## src/rtl/aes_selftest_seq.sv

```systemverilog
// Built-in self-test sequencer for an iterative AES core.
// Drives the core through the FIPS-197 Appendix C known-answer vectors for
// every enabled key size. Each vector is encrypted and checked, then the
// captured ciphertext is decrypted and checked against the plaintext.
// Per-check sticky flags, saturating pass/fail counters, a sticky timeout
// flag and a final verdict are reported.
module aes_selftest_seq #(
  parameter logic [2:0]  MODE_EN        = 3'b111,  // bit0=128, bit1=192, bit2=256
  parameter logic [15:0] ITERATIONS     = 16'd1,   // 0 = run until abort
  parameter int unsigned TIMEOUT_CYCLES = 1024
) (
  input  logic         clk,
  input  logic         rst_n,
  input  logic         start,
  input  logic         abort,
  output logic         core_start,
  output logic [1:0]   core_mode,
  output logic         core_decrypt,
  output logic [255:0] core_key,
  output logic [127:0] core_in,
  input  logic         core_done,
  input  logic [127:0] core_out,
  output logic         busy,
  output logic         done,
  output logic         pass,
  output logic [5:0]   pass_flags,
  output logic [15:0]  pass_count,
  output logic [15:0]  fail_count,
  output logic         timeout_err
);

  // Known-answer constants. Keys are left-aligned in a 256-bit field.
  localparam logic [127:0] PLAINTEXT = 128'h00112233445566778899aabbccddeeff;
  localparam logic [255:0] KEY_FULL  =
    256'h000102030405060708090a0b0c0d0e0f101112131415161718191a1b1c1d1e1f;
  localparam logic [127:0] CT_128    = 128'h69c4e0d86a7b0430d8cdb78070b4c55a;
  localparam logic [127:0] CT_192    = 128'hdda97ca4864cdfe06eaf70a0ec0d7191;
  localparam logic [127:0] CT_256    = 128'h8ea2b7ca516745bfeafc49904b496089;

  // First enabled mode and the pass_flags pattern a clean run must reach.
  localparam logic [1:0] LOWEST_MODE = MODE_EN[0] ? 2'd0 : (MODE_EN[1] ? 2'd1 : 2'd2);
  localparam logic [5:0] FLAG_MASK   = {{2{MODE_EN[2]}}, {2{MODE_EN[1]}}, {2{MODE_EN[0]}}};

  // Wide enough to hold TIMEOUT_CYCLES itself.
  localparam int unsigned WAIT_W     = $clog2(TIMEOUT_CYCLES + 1);
  localparam logic [WAIT_W-1:0] WAIT_LAST = WAIT_W'(TIMEOUT_CYCLES - 1);

  typedef enum logic [2:0] {
    IDLE     = 3'd0,
    ENC_REQ  = 3'd1,
    ENC_WAIT = 3'd2,
    DEC_REQ  = 3'd3,
    DEC_WAIT = 3'd4,
    NEXT     = 3'd5,
    DONE     = 3'd6
  } state_t;

  state_t              state, state_next;
  logic [1:0]          mode_idx, mode_nxt;
  logic [15:0]         iter_cnt, iter_nxt;
  logic [WAIT_W-1:0]   wait_cnt;
  logic [127:0]        ct_reg;
  logic [2:0]          next_sel;
  logic [2:0]          e_idx, d_idx;
  logic                wait_hit;

  // Single-cycle events decoded by the next-state logic.
  logic ev_start;
  logic ev_enc_ok, ev_enc_bad, ev_enc_to;
  logic ev_dec_ok, ev_dec_bad, ev_dec_to;

  // Key for a mode index, unused low bits zero.
  function automatic logic [255:0] key_for(input logic [1:0] m);
    case (m)
      2'd0:    return {KEY_FULL[255:128], 128'h0};
      2'd1:    return {KEY_FULL[255:64], 64'h0};
      default: return KEY_FULL;
    endcase
  endfunction

  // Expected ciphertext for a mode index.
  function automatic logic [127:0] ct_for(input logic [1:0] m);
    case (m)
      2'd0:    return CT_128;
      2'd1:    return CT_192;
      default: return CT_256;
    endcase
  endfunction

  // Next enabled mode above cur; returns {wrapped, index}.
  function automatic logic [2:0] find_next(input logic [1:0] cur);
    logic [2:0] r;
    r = {1'b1, LOWEST_MODE};
    for (int k = 2; k >= 0; k--) begin
      if (MODE_EN[k] && (k > int'(cur))) r = {1'b0, 2'(k)};
    end
    return r;
  endfunction

  // Add with saturation at 16'hFFFF.
  function automatic logic [15:0] sat_add(input logic [15:0] v, input logic [1:0] n);
    logic [16:0] s;
    s = {1'b0, v} + {15'b0, n};
    return s[16] ? 16'hFFFF : s[15:0];
  endfunction

  assign e_idx    = {mode_idx, 1'b0};
  assign d_idx    = {mode_idx, 1'b1};
  assign wait_hit = (wait_cnt == WAIT_LAST);

  // Verdict: only disabled flags may be clear, and nothing may have failed.
  assign pass = done && ((pass_flags & FLAG_MASK) == FLAG_MASK) &&
                (fail_count == 16'd0) && (MODE_EN != 3'b000);

  // State register.
  always_ff @(posedge clk or negedge rst_n) begin
    if (!rst_n) state <= IDLE;
    else        state <= state_next;
  end

  // Next-state logic and event decode; abort overrides everything else.
  always_comb begin
    // NOTE: every output of this block gets a default first, so no path can
    // leave one unassigned and infer a latch.
    state_next = state;
    mode_nxt   = mode_idx;
    iter_nxt   = iter_cnt;
    next_sel   = 3'b000;
    ev_start   = 1'b0;
    ev_enc_ok  = 1'b0;
    ev_enc_bad = 1'b0;
    ev_enc_to  = 1'b0;
    ev_dec_ok  = 1'b0;
    ev_dec_bad = 1'b0;
    ev_dec_to  = 1'b0;
    if (abort) begin
      state_next = IDLE;
    end else begin
      case (state)
        IDLE, DONE: begin
          if (start) begin
            ev_start   = 1'b1;
            iter_nxt   = 16'd0;
            mode_nxt   = LOWEST_MODE;
            state_next = (MODE_EN == 3'b000) ? DONE : ENC_REQ;
          end
        end
        ENC_REQ: state_next = ENC_WAIT;
        ENC_WAIT: begin
          // A done arriving in the timeout cycle still counts as an answer.
          if (core_done) begin
            if (core_out == ct_for(mode_idx)) ev_enc_ok  = 1'b1;
            else                              ev_enc_bad = 1'b1;
            state_next = DEC_REQ;
          end else if (wait_hit) begin
            ev_enc_to  = 1'b1;
            state_next = NEXT;
          end
        end
        DEC_REQ: state_next = DEC_WAIT;
        DEC_WAIT: begin
          if (core_done) begin
            if (core_out == PLAINTEXT) ev_dec_ok  = 1'b1;
            else                       ev_dec_bad = 1'b1;
            state_next = NEXT;
          end else if (wait_hit) begin
            ev_dec_to  = 1'b1;
            state_next = NEXT;
          end
        end
        NEXT: begin
          next_sel = find_next(mode_idx);
          mode_nxt = next_sel[1:0];
          if (next_sel[2]) iter_nxt = iter_cnt + 16'd1;
          if (next_sel[2] && (ITERATIONS != 16'd0) && (iter_nxt == ITERATIONS))
            state_next = DONE;
          else
            state_next = ENC_REQ;
        end
        default: state_next = IDLE;
      endcase
    end
  end

  // Core request interface, sequencing registers and the wait counter.
  always_ff @(posedge clk or negedge rst_n) begin
    if (!rst_n) begin
      core_start   <= 1'b0;
      core_mode    <= 2'd0;
      core_decrypt <= 1'b0;
      core_key     <= 256'h0;
      core_in      <= 128'h0;
      ct_reg       <= 128'h0;
      mode_idx     <= 2'd0;
      iter_cnt     <= 16'd0;
      wait_cnt     <= '0;
      busy         <= 1'b0;
      done         <= 1'b0;
    end else begin
      // NOTE: non-blocking assignments here so every register samples the
      // pre-edge values, independent of statement order.
      core_start <= (state_next == ENC_REQ) || (state_next == DEC_REQ);
      busy       <= (state_next != IDLE) && (state_next != DONE);
      done       <= (state_next == DONE);
      mode_idx   <= mode_nxt;
      iter_cnt   <= iter_nxt;

      // Request fields are loaded on entry to REQ and held through WAIT.
      if (state_next == ENC_REQ) begin
        core_mode    <= mode_nxt;
        core_key     <= key_for(mode_nxt);
        core_in      <= PLAINTEXT;
        core_decrypt <= 1'b0;
      end
      if (ev_enc_ok || ev_enc_bad) begin
        ct_reg       <= core_out;
        core_in      <= core_out;
        core_decrypt <= 1'b1;
      end

      if ((state == ENC_WAIT) || (state == DEC_WAIT)) wait_cnt <= wait_cnt + 1'b1;
      else                                            wait_cnt <= '0;
    end
  end

  // Sticky flags, saturating counters and timeout status.
  always_ff @(posedge clk or negedge rst_n) begin
    if (!rst_n) begin
      pass_flags  <= 6'b0;
      pass_count  <= 16'd0;
      fail_count  <= 16'd0;
      timeout_err <= 1'b0;
    end else begin
      if (ev_start) begin
        pass_flags  <= FLAG_MASK;
        pass_count  <= 16'd0;
        fail_count  <= 16'd0;
        timeout_err <= 1'b0;
      end
      if (ev_enc_ok || ev_dec_ok) pass_count <= sat_add(pass_count, 2'd1);
      if (ev_enc_bad) begin
        pass_flags[e_idx] <= 1'b0;
        fail_count        <= sat_add(fail_count, 2'd1);
      end
      if (ev_dec_bad) begin
        pass_flags[d_idx] <= 1'b0;
        fail_count        <= sat_add(fail_count, 2'd1);
      end
      // An encrypt timeout also forfeits the decrypt that depends on it.
      if (ev_enc_to) begin
        pass_flags[e_idx] <= 1'b0;
        pass_flags[d_idx] <= 1'b0;
        fail_count        <= sat_add(fail_count, 2'd2);
        timeout_err       <= 1'b1;
      end
      if (ev_dec_to) begin
        pass_flags[d_idx] <= 1'b0;
        fail_count        <= sat_add(fail_count, 2'd1);
        timeout_err       <= 1'b1;
      end
    end
  end

endmodule

```

## config.mk

```make
export PLATFORM = sky130hd
export DESIGN_NAME = aes_selftest_seq
export DESIGN_NICKNAME = d
export VERILOG_FILES = /design/src/rtl/aes_selftest_seq.sv
export SDC_FILE = /design/constraint.sdc
export NUM_CORES = 1
export LEC_CHECK = 0
export ABC_AREA = 0
export BUFFER_PORTS_ARGS = -buffer_cell sky130_fd_sc_hd__buf_4
export CAP_MARGIN = 5
export CORE_AREA = 10 10 213 215
export CTS_BUF_LIST = sky130_fd_sc_hd__clkbuf_4 sky130_fd_sc_hd__clkbuf_8 sky130_fd_sc_hd__clkbuf_16
export DETAILED_ROUTE_END_ITERATION = 6
export DIE_AREA = 0 0 223 225
export PLACE_DENSITY_LB_ADDON = 0.1
export SLEW_MARGIN = 20
export SYNTH_ARGS = -nofsm -noshare
export SYNTH_HDL_FRONTEND = slang
export SYNTH_SLANG_ARGS = --single-unit
```

## constraint.sdc

```tcl
create_clock -name clk -period 6.4 [get_ports clk]
set_input_delay 0.96 -clock clk [delete_from_list [all_inputs] [get_ports clk]]
set_output_delay 0.96 -clock clk [all_outputs]
set_load 0.05 [all_outputs]
```

Word-level counts from Yosys, hierarchy flattened
Index checks and enable logic that the tools add are counted.
{ "totals": {"out_inout_bits": 430, "elab_cells": 149, "inputBits": 133, "reg_bits": 461} }
{ "op_classes": {"bitwise": 8, "magnitude_cmp": 6, "reduce_logical": 22, "addsub": 5, "n_eq_ne": 18, "n_mux": 75} }
{ "ops": {"columns": ["op", "count"], "rows": [
  ["$mux 128", 5],
  ["$pmux 128 s2", 1],
  ["$pmux 125 s2", 1],
  ["$mux 16", 13],
  ["$eq 128x117->1 const B", 1],
  ["$eq 128x128->1", 1],
  ["$add 16x1->17 const B", 2],
  ["$mux 1", 32],
  ["$pmux 16 s2", 1],
  ["$and 6x6->6", 5],
  ["$mux 3", 10],
  ["$mux 6", 5],
  ["$pmux 3 s6", 1],
  ["$add 16x2->17 const B", 1],
  ["$add 16x1->16 const B", 1],
  ["$eq 16x1->1 const B", 1],
  ["$logic_not 16->1", 1],
  ["$eq 3x3->1 const B", 4],
  ["$add 11x1->11 const B", 1],
  ["$eq 11x10->1 const B", 1],
  ["$mux 11", 1],
  ["$eq 3x2->1 const B", 3],
  ["$lt 3x4->1 const B", 2],
  ["$eq 3x1->1 const B", 2],
  ["other kinds (22)", 38]
]} }

Longest topological paths before layout
{ "logic_depth": {"depth_word": 18, "depth_mapped": 13, "depth_no_buf": 11} }

Worst setup path before layout
Ideal clock, no wire load.
{ "synth_timing": {"path_kind": "flip-flop to output port", "startpoint": "register fail_count[6]", "endpoint": "output port pass", "path_slack_ns": 2.726, "required_time_ns": 5.440, "path_stages_with_launch": 4, "t_arrival_ns": 2.714, "n_path_buf": 1, "cell_sequence": "dfrtp_1 -> clkbuf_1 -> or4_1 -> nor4_1"} }
{ "synth_via": {"elab_chain_len": 2} }
{ "synth_rtl": {"columns": ["element", "line_no", "source"], "rows": [
  ["start: declaration", "28", "output logic [15:0] fail_count,"],
  ["start signal: assignment", "243", "fail_count <= sat_add(fail_count, 2'd1);"],
  ["start signal: assignment", "247", "fail_count <= sat_add(fail_count, 2'd1);"],
  ["start signal: assignment", "253", "fail_count <= sat_add(fail_count, 2'd2);"],
  ["$logic_not 16->1", "113", "(fail_count == 16'd0) && (MODE_EN != 3'b000);"],
  ["$logic_and 1x1->1", "112", "assign pass = done && ((pass_flags & FLAG_MASK) == FLAG_MASK) &&"],
  ["end: declaration", "25", "output logic pass,"]
]} }
Every way passes these cells.

Worst setup path after layout
{ "layout_timing": {"startpoint": "input port core_out[42]", "endpoint": "register pass_count[12]"} }
{ "layout_via": {"elab_chain_len": 7, "word_cells_on_any_way": 13, "cone_classes": "eq/ne (2); mux (9); reduce/logical (2)"} }
{ "layout_rtl": {"columns": ["element", "line_no", "source"], "rows": [
  ["start: declaration", "22", "input logic [127:0] core_out,"],
  ["$eq 128x128->1 / $eq 128x117->1 (equally long branches)", "152, 163", null],
  ["$mux 1, on equally long branches", "152, 163", null],
  ["$mux 1, on equally long branches", "151, 162", null],
  ["$mux 1", "139", "case (state)"],
  ["$mux 1", "136", "if (abort) begin"],
  ["$logic_or 1x1->1 *", "240", "if (ev_enc_ok || ev_dec_ok) pass_count <= sat_add(pass_count, 2'd1);"],
  ["$mux 16 / $reduce_bool 2->1 (equally long branches)", null, null],
  ["end signal: assignment", "240", null],
  ["end: declaration", "27", "output logic [15:0] pass_count,"]
]} }
Every way passes the cells marked *; elsewhere a longest branch is shown, timed or not.
A chain may end at the register's enable or synchronous reset.

==> qor.tcl <==
set qor(status) {finished clean}
set qor(proportion_of_layout_cells_with_a_drive_suffix_above_1) 0.2957
set qor(dp_hpwl_um) 38490
set qor(ys_ff_latch) 208
set qor(pre_cts_slack_ns) 1.926
set qor(yosysWarningCount) 0
set qor(fin_ws_ns) 2.470
set qor(critPathLaunch) {core_out[42]}
set qor(route.detailed.drc) 0
set qor(cts_hold_buf) 0
set qor(fin_skew_ns) 0.03065
set qor(async_flop_share) 1.000
set qor(dpl.cell_count) 2037
set qor(die_w_um) 223
set qor(ios) 563
set qor(worst_setup_path_class) {input pin to register}
set qor(antenna_cells_inserted) 0
set qor(power.static_leakage_nw) 6.989
set qor(synth-seq-area-share) 0.4287
set qor(num_vias) 10360
set qor(max_slew_violation_total_from_the_final_report) 0
set qor(clock_root_buffer_master) {sky130_fd_sc_hd__clkbuf_16}
set qor(powerDensity_mw_per_mm2) 284.7
set qor(clkLatencyLatePin_ns) 0.59
set qor(syn_avg_cell_area_um2) 9.729
set qor(post-route-util) 0.3690
set qor(slew_headroom) 0.3172
set qor(worst_r2r_startpoint) {wait_cnt[0]$_DFF_PN0_}
set qor(h_tree_depth) 1
set qor(die_h_um) 225
set qor(synthFlopType) {sky130_fd_sc_hd__dfrtp_1}
set qor(die_area_mm2) 0.05018
set qor(first_global_vias) 10550
set qor(worstPathArrival_ns) 4.37
set qor(gp_congestion) 0.8179
set qor(vdd.ir_drop.worst_mv) 0.2171
set qor(postPlaceCellArea_mm2) 0.01429
set qor(final_antenna_net_count) 0
set qor(worst-r2r-cell-count) 8
set qor(finalHoldViolations) 0
set qor(fin_hold_ws_ns) 0.4282
set qor(cp_data_required_time_ns) 6.84
set qor(crit_path_start_kind) {input pin}
set qor(layout.nets) 1667
set qor(path_max_fanout) 22
set qor(ys_types) 74
set qor(largest_net_degree_at_the_start_of_global_routing) 116
set qor(global_route.usage.total) 0.1886
set qor(grt_overflow) 0
set qor(report.power.total_mw) 4.348
set qor(postCtsSetupBuffers) 0
set qor(antenna_found_initial) 3
set qor(timing.final.setup_violations) 0
set qor(postRouteWirelength_um) 50250
set qor(max-clock-path-buffers) 3
set qor(clock.fmax_mhz) 254.5
set qor(start_util) 0.2934
set qor(transition_time_at_the_pin_with_the_least_slew_margin_ns) 1.015
set qor(synthesis.area_mm2) 0.01214
set qor(fin_tns_setup_ns) 0
set qor(final_worst_path_period_share) 0.6140
set qor(ff2ff_setup_slack_ns) 2.53
set qor(clock_sinks) 208
set qor(commonest_cells_after_routing_fill_and_taps_aside) {391 x sky130_fd_sc_hd__buf_4, 208 x sky130_fd_sc_hd__dfrtp_1, 176 x sky130_fd_sc_hd__conb_1}
set qor(layout_commonest_cell) {sky130_fd_sc_hd__buf_4}
set qor(cts_clk_pin_slew_worst_paths_ns) 0.06
set qor(unrepaired_setup_endpoints_after_global_routing) {false}
set qor(wl_per_cell_um) 24.07
set qor(critical_path.reg2reg.endpoint) {fail_count[6]$_DFFE_PN0P_}
set qor(ctsResizeCount) 0
set qor(synth_edf_count) 0
set qor(layout_cells_excl_fill) 2088
set qor(setup.worst_path.end_class) {register}
set qor(drt_iter0_markers) 579
set qor(num_rows) 75
set qor(final_design_area_no_fill_mm2) 0.01527
set qor(tritoncts_clock_tree) {done}
set qor(syn2layout_area_growth_pct) 25.77
set qor(grt_first_pass_wirelength_um) 73020
set qor(fp.coreArea_mm2) 0.04138
set qor(timing.max_cap.violations) 0
set qor(netlist_instances) 1248
set qor(cts_buffers) 28
set qor(port-buffer-count) 386
set qor(class_of_the_worst_hold_path) {input pin to asynchronous set/reset pin}
set qor(dr_vias_cell) 4.963
set qor(period_needed_ns) 3.930
set qor(drt_first_pass_iters) 5
-- registers in the layout (all words and copies together) (netlist names) --
name / cells
core_in: 128
fail_count: 16
iter_cnt: 16
pass_count: 16
wait_cnt: 11
pass_flags: 6
core_key: 3
state: 3
core_mode: 2
mode_idx: 2
busy: 1
core_decrypt: 1
core_start: 1
done: 1
timeout_err: 1
-- synthesized netlist by cell type (22+ instances only) --
library cell	n	area (um2)
sky130_fd_sc_hd__a21oi_1	34	170.2
sky130_fd_sc_hd__a22o_1	66	578.1
sky130_fd_sc_hd__buf_4	253	1899
sky130_fd_sc_hd__clkbuf_1	44	165.2
sky130_fd_sc_hd__dfrtp_1	208	5205
sky130_fd_sc_hd__nand2_1	57	214.0
sky130_fd_sc_hd__nand3_1	39	195.2
sky130_fd_sc_hd__nand4_1	24	150.1
sky130_fd_sc_hd__nor2_1	72	270.3
sky130_fd_sc_hd__nor4_1	22	137.6
sky130_fd_sc_hd__o21ai_0	57	285.3
sky130_fd_sc_hd__o22a_1	67	586.8
-- kinds of logic (layout without fill, tap and decap cells) --
logic type / after synthesis / in the layout / synth area share
flip-flops: 208 / 208 / 0.4287
AO/OA/AOI/OAI: 324 / 324 / 0.2005
multiplexers: 2 / 2 / 0.001649
other: 1 / 176 / 0.0003089
AND/OR/NAND/NOR: 350 / 350 / 0.1631
XOR/XNOR: 20 / 20 / 0.01443
buffers and inverters: 337 / 463 / 0.1851
adder cells (fa/ha/maj): 6 / 6 / 0.006183
-- worst max-delay path, stage by stage --
cell and delay [ns]:
sky130_fd_sc_hd__buf_4 0.12, sky130_fd_sc_hd__or4b_1 0.58, sky130_fd_sc_hd__or4_1 0.59, sky130_fd_sc_hd__o32ai_1 0.35
sky130_fd_sc_hd__and4b_1 0.26, sky130_fd_sc_hd__nand3_2 0.22, sky130_fd_sc_hd__o22ai_2 0.73, sky130_fd_sc_hd__nand2_1 0.18
sky130_fd_sc_hd__o311a_1 0.38
-- layer usage --
layer / part of all wire / wire, um / global-route usage / vias to the layer above
li1: - / - / - / 4755
met1: 0.38 / 19340 / 0.2196 / 5119
met2: 0.48 / 24140 / 0.3074 / 415
met3: 0.11 / 5440 / 0.08379 / 70
met4: 0.026 / 1311 / 0.05427 / 4
met5: 0.00054 / 27 / 0 / -
-- how the worst max path moves through the flow --
stage | cells past startpoint | to | slack [ns]
2_1_floorplan | 3 | pass | 2.73
3_3_place_gp | 9 | pass_count[12]$_DFFE_PN0P_ | 2.04
5_1_grt | 8 | fail_count[9]$_DFFE_PN0P_ | 2.23
3_5_place_dp | 9 | pass_count[14]$_DFFE_PN0P_ | 1.93
6_report | 9 | pass_count[12]$_DFFE_PN0P_ | 2.47
4_1_cts | 9 | pass_count[14]$_DFFE_PN0P_ | 2.51
-- cell type report --
| class | count | area [um2] |
|---|---|---|
| Tap cell | 539 | 674.4 |
| Fill cell | 4223 | 26110 |
| Clock inverter | 10 | 133.9 |
| Inverter | 19 | 71.32 |
| Timing Repair Buffer | 393 | 2970 |
| Clock buffer | 41 | 848.3 |
| Sequential cell | 208 | 5205 |
| Multi-Input combinational cell | 878 | 5368 |
-- power by group --
| group | switching (mW) | total (mW) | internal (mW) |
|---|---|---|---|
| Sequential | 0.0898 | 1.51 | 1.42 |
| Clock | 0.651 | 1.65 | 1.00 |
| Combinational | 0.890 | 1.19 | 0.297 |
| Total | 1.63 | 4.35 | 2.72 |
Power figures use the tool's default switching activity.
